[src/rtl/motor_phase_pkg.sv]
// Shared types and constants for the motor phase bank.
package motor_phase_pkg;

    typedef enum logic {
        IDLE = 1'b0,
        DEAD = 1'b1
    } ch_state_t;

    localparam int DCNT_W = 8;

endpackage

[src/rtl/motor_phase_channel.sv]
// One motor phase channel: pending register, dead-time FSM and applied outputs.
module motor_phase_channel
    import motor_phase_pkg::*;
#(
    parameter int CUR_W    = 2,
    parameter int DEADTIME = 8
) (
    input  logic             clk,
    input  logic             reset,
    input  logic             commit,
    input  logic [CUR_W-1:0] shadow_cur,
    input  logic             shadow_phase,
    output logic [CUR_W-1:0] cur_out,
    output logic             phase_out,
    output logic             busy
);

    localparam logic [DCNT_W-1:0] DEAD_LOAD = (DEADTIME > 0) ? DCNT_W'(DEADTIME - 1) : '0;

    ch_state_t         state, state_nxt;
    logic [DCNT_W-1:0] cnt, cnt_nxt;
    logic [CUR_W-1:0]  pend_cur, cur_nxt;
    logic              pend_phase, phase_nxt;
    logic              apply_req;

    // Pending capture; apply_req delays the commit so the FSM acts one edge later.
    always_ff @(posedge clk or posedge reset) begin
        if (reset) begin
            pend_cur   <= '0;
            pend_phase <= 1'b0;
            apply_req  <= 1'b0;
        end else begin
            apply_req <= commit;
            if (commit) begin
                pend_cur   <= shadow_cur;
                pend_phase <= shadow_phase;
            end
        end
    end

    always_ff @(posedge clk or posedge reset) begin
        if (reset) begin
            state     <= IDLE;
            cnt       <= '0;
            cur_out   <= '0;
            phase_out <= 1'b0;
        end else begin
            state     <= state_nxt;
            cnt       <= cnt_nxt;
            cur_out   <= cur_nxt;
            phase_out <= phase_nxt;
        end
    end

    // A commit arriving while DEAD only refreshes pending; exit applies the latest one.
    always_comb begin
        state_nxt = state;
        cnt_nxt   = cnt;
        cur_nxt   = cur_out;
        phase_nxt = phase_out;
        case (state)
            IDLE: begin
                if (apply_req) begin
                    if ((pend_phase == phase_out) || (DEADTIME == 0)) begin
                        cur_nxt   = pend_cur;
                        phase_nxt = pend_phase;
                    end else begin
                        state_nxt = DEAD;
                        cnt_nxt   = DEAD_LOAD;
                        cur_nxt   = '0;
                    end
                end
            end
            DEAD: begin
                if (cnt == '0) begin
                    state_nxt = IDLE;
                    cur_nxt   = pend_cur;
                    phase_nxt = pend_phase;
                end else begin
                    cnt_nxt = cnt - 1'b1;
                end
            end
            default: state_nxt = IDLE;
        endcase
    end

    assign busy = (state == DEAD);

endmodule

[src/rtl/motor_phase_bank.sv]
// Bank of motor phase channels: address decode, shadow registers, per-channel sequencers.
module motor_phase_bank
    import motor_phase_pkg::*;
#(
    parameter int NUM_CH    = 4,
    parameter int CUR_W     = 2,
    parameter int ADDR_W    = 5,
    parameter int BASE_ADDR = 0,
    parameter int DEADTIME  = 8
) (
    input  logic                    clk,
    input  logic                    reset,
    input  logic [ADDR_W-1:0]       addr_bus,
    input  logic                    wr_en,
    input  logic [CUR_W-1:0]        cur_bus,
    input  logic                    phase_bus,
    input  logic                    commit,
    output logic [NUM_CH*CUR_W-1:0] cur_out,
    output logic [NUM_CH-1:0]       phase_out,
    output logic [NUM_CH-1:0]       busy
);

    for (genvar n = 0; n < NUM_CH; n++) begin : g_ch
        logic [CUR_W-1:0] shadow_cur;
        logic             shadow_phase;
        logic             wr_sel;

        // Exact-match decode: any address outside the bank selects no channel.
        assign wr_sel = wr_en && (32'(addr_bus) == 32'(BASE_ADDR + n));

        always_ff @(posedge clk or posedge reset) begin
            if (reset) begin
                shadow_cur   <= '0;
                shadow_phase <= 1'b0;
            end else if (wr_sel) begin
                shadow_cur   <= cur_bus;
                shadow_phase <= phase_bus;
            end
        end

        motor_phase_channel #(
            .CUR_W    (CUR_W),
            .DEADTIME (DEADTIME)
        ) u_channel (
            .clk          (clk),
            .reset        (reset),
            .commit       (commit),
            .shadow_cur   (shadow_cur),
            .shadow_phase (shadow_phase),
            .cur_out      (cur_out[n*CUR_W +: CUR_W]),
            .phase_out    (phase_out[n]),
            .busy         (busy[n])
        );
    end

endmodule

[config.mk]
export PLATFORM = sky130hd
export DESIGN_NAME = motor_phase_bank
export DESIGN_NICKNAME = d
export VERILOG_FILES = /design/src/rtl/motor_phase_pkg.sv /design/src/rtl/motor_phase_channel.sv /design/src/rtl/motor_phase_bank.sv
export SDC_FILE = /design/constraint.sdc
export NUM_CORES = 1
export LEC_CHECK = 0
export ABC_CLOCK_PERIOD_IN_PS = 1750
export CORE_MARGIN = 3
export CORE_UTILIZATION = 58
export CTS_CLUSTER_DIAMETER = 60
export DETAILED_ROUTE_END_ITERATION = 7
export PLACE_DENSITY = 0.79
export REMOVE_ABC_BUFFERS = 1
export SYNTH_ARGS = -nofsm -noshare
export SYNTH_HDL_FRONTEND = slang
export SYNTH_HIERARCHICAL = 1
export SYNTH_SLANG_ARGS = --single-unit
export TNS_END_PERCENT = 10
[constraint.sdc]
create_clock -name clk -period 1.75 [get_ports clk]
set_input_delay 0.525 -clock clk [delete_from_list [all_inputs] [get_ports clk]]
set_output_delay 0.525 -clock clk [all_outputs]
set_load 0.01 [all_outputs]
==> metrics.txt <==
Post-synth EDFFs=0; Die W=86.9 um; biggest area consumer among synthesized cells=dfrtp_1; arrival time worst endpoint=1.93 ns; routability congestion estimate=0.887; worst reg2reg startpoint=g_ch[1].u_channel/cnt[1]; GRT Overall Usage=23.0%; DRT iter0 DRCs=142; vias=2,872; Crit Path Category=primary input to register; commonest non-fill, non-tap cell in the layout=dfrtp_1; CP Max Fanout=3; fin util=73.8%; Final Hold Vio Count=0; Rows=28; r2r setup slk=0.10 ns; share of synthesized registers carrying an async set or reset=100%; Max Clock Freq=593 MHz; Hold Path End=g_ch[1].shadow_cur[1]; period utilisation layout=96.4%; first-pass GRT wire length=13,500 um; nets@finish=395; library cells used by synthesis=37; Starting Density=61.8%; post-DP HPWL=5610 um; delay-heaviest family, CP=buffers and inverters; setup violators final=0; P_int=4.72 mW; Final min period=1.69 ns; Hold Path Class=register to register; crit-path max cell delay=0.53 ns; sequential-to-total area share from yosys stat=50.2%; Critical Path RT=1.99 ns; initial antenna violation count=0; H-Tree Depth=3; Syn Std Cell Area=3790 sq um; pin slew with the least headroom to its limit=0.486 ns; power per standard cell area=1730 nW/um^2; Max VDD drop=0.00151 V; Synth area leaders=dfrtp_1 50%, mux2_2 7.1%, mux2i_1 4.2%; Area Overhead vs Synth=19.3%; die area=7540 sq um; Inserted Clock Buffers=9; total design power=7.83 mW; Mapped Avg Cell Area=12.0 sq um; slowest CP cell=clkdlybuf4s50_1; most frequent cells in the layout=74 x dfrtp_1, 29 x buf_4, 24 x mux2_2, 20 x o21ai_0, 17 x nand2_1; Final Routed Wirelength=7830 um; worst reg-to-reg path cell count=5; Clk Tree Root Cell=clkbuf_8; HP Start=g_ch[1].shadow_cur[1]; hold slack=0.511 ns; layout cells sized above 1=24.8%; Reg-to-Reg End=g_ch[1].u_channel/cnt[1]; Flop pwr share=39.2%; worst-skew pair later-pin latency=0.35 ns; max_cap viols=0; largest net degree at the start of global routing=17; share of the synthesized area in the top cell type=50.2%; IO Port Bufs=27; DR vias/cell=6.27; Ant. Diodes=0; chip height=86.9 um; unrepaired setup endpoints after global routing=yes; wire length on met2=3480 um; DR pass1 iterations=4; # IOs=28; Synth Register Bits=76; worst path buffer plus inverter count=2; clock sinks=76; status=finished clean; CTS tree=done; Top Metal Used=met4; sw frac=39.7%; Post-DRT Antenna Nets=0; Switch Pwr=3.11 mW; core region area=6130 sq um; setup_tns=0 ns; clk slew on worst S/H paths=0.07 ns; Clock power frac=15.2%; clock skew=0.00416 ns; Cells after Synth=315; Worst setup EP type=register; wire per inst=17.1 um; gr ovfl total=0; Setup crit start kind=primary input; vias in the first global route=2,758; Ys Warns=6; worst hold stages=1; fin. max-slew vios=0; Comb power frac=45.6%; drc violations=0; worst rel slew slack=67.5%; clock buffer depth=2; worst-path cell chain=clkdlybuf4s50_1 -> nor4b_4 -> buf_4 -> nand3b_1 -> mux2_2; ys flop type=dfrtp_1; Leakage=2.02 nW; Met1 Wirelength=3730 um; metal3 WL=459 um
-- flip-flops by register name, summed over array words and instances (netlist names) --
register and cells:
g_ch.u_channel/cnt 32, g_ch.shadow_cur 8, g_ch.u_channel/cur_out 8, g_ch.u_channel/pend_cur 8, g_ch.shadow_phase 4, g_ch.u_channel/apply_req 4
g_ch.u_channel/busy 4, g_ch.u_channel/pend_phase 4, g_ch.u_channel/phase_out 4
-- cells in the mapped netlist, types with 8 or more instances --
cell type	count
mux2_2	24
nand4_1	8
nand2b_1	8
o221ai_1	8
a21oi_1	16
a32o_1	8
dfrtp_1	76
inv_1	13
nor2_1	9
mux2i_1	16
o21ai_0	20
nand2_1	17
-- power groups by stage --
stage / registers, mW / clock network (mW) / logic (mW)
after floorplan: 3.19 / 0 / 2.10
after global placement: 3.12 / 0 / 3.41
after detailed placement: 3.15 / 0 / 3.51
after CTS: 3.05 / 1.21 / 3.56
after global routing: 3.17 / 1.31 / 3.93
final: 3.07 / 1.19 / 3.57
-- layout make-up --
cell class / count / area [sq um]
sequential: 76 / 1900
multi-input combinational: 222 / 1820
fill: 428 / 1610
timing repair buffer: 57 / 488
clock buffer: 13 / 159
tap: 75 / 93.8
inverter: 13 / 48.8
clock inverter: 2 / 10.0
-- cell families after synthesis --
kind of cell             after synthesis  synth area share, %
flip-flops                            76                 50.2
buffers and inverters                 17                 1.82
multiplexers                          44                 12.5
adder cells (fa/ha/maj)                4                 1.32
AND/OR/NAND/NOR                       94                 18.2
AO/OA/AOI/OAI                         72                 14.1
XOR/XNOR                               8                 1.85
-- timing repair --
action                                  in CTS  in global routing
endpoints found under the hold margin        0                  0
gates cloned                                 0                  0
hold buffers                                 0                  0
buffers inserted                             6                  0
resized for setup                           16                  2
endpoints found under the setup margin      16                  4
-- layer usage --
metal  up-vias  GRT usage, %
met5         -             0
met4         0          9.07
met3        20          4.73
met2       103          32.4
met1      1417          34.9
li1       1332             -
-- how the worst max path moves through the flow --
stage | from | endpoint | slack [ns] | cells past startpoint
finish | wr_en | g_ch[1].shadow_cur[1] | 0.06 | 5
global route | g_ch[1].u_channel/cnt[2] | g_ch[1].u_channel/cnt[7] | -0.004 | 3
CTS | wr_en | g_ch[1].shadow_cur[1] | 0.07 | 5
detailed placement | wr_en | g_ch[1].shadow_cur[1] | -0.30 | 5
global placement | wr_en | g_ch[3].shadow_cur[1] | -0.28 | 4
floorplan | g_ch[0].u_channel/cnt[0] | g_ch[0].u_channel/cnt[0] | 0.13 | 5
-- through the flow --
step	instances	cell area [sq um]	setup slack (ns)
4_1_cts	458	4520	0.0665
6_report	458	4520	0.0625
3_3_place_gp	437	4330	-0.276
3_5_place_dp	437	4330	-0.298
5_1_grt	458	4520	-0.00352
2_1_floorplan	311	3770	0.135
No activity file was read; power rests on OpenSTA's default activity.
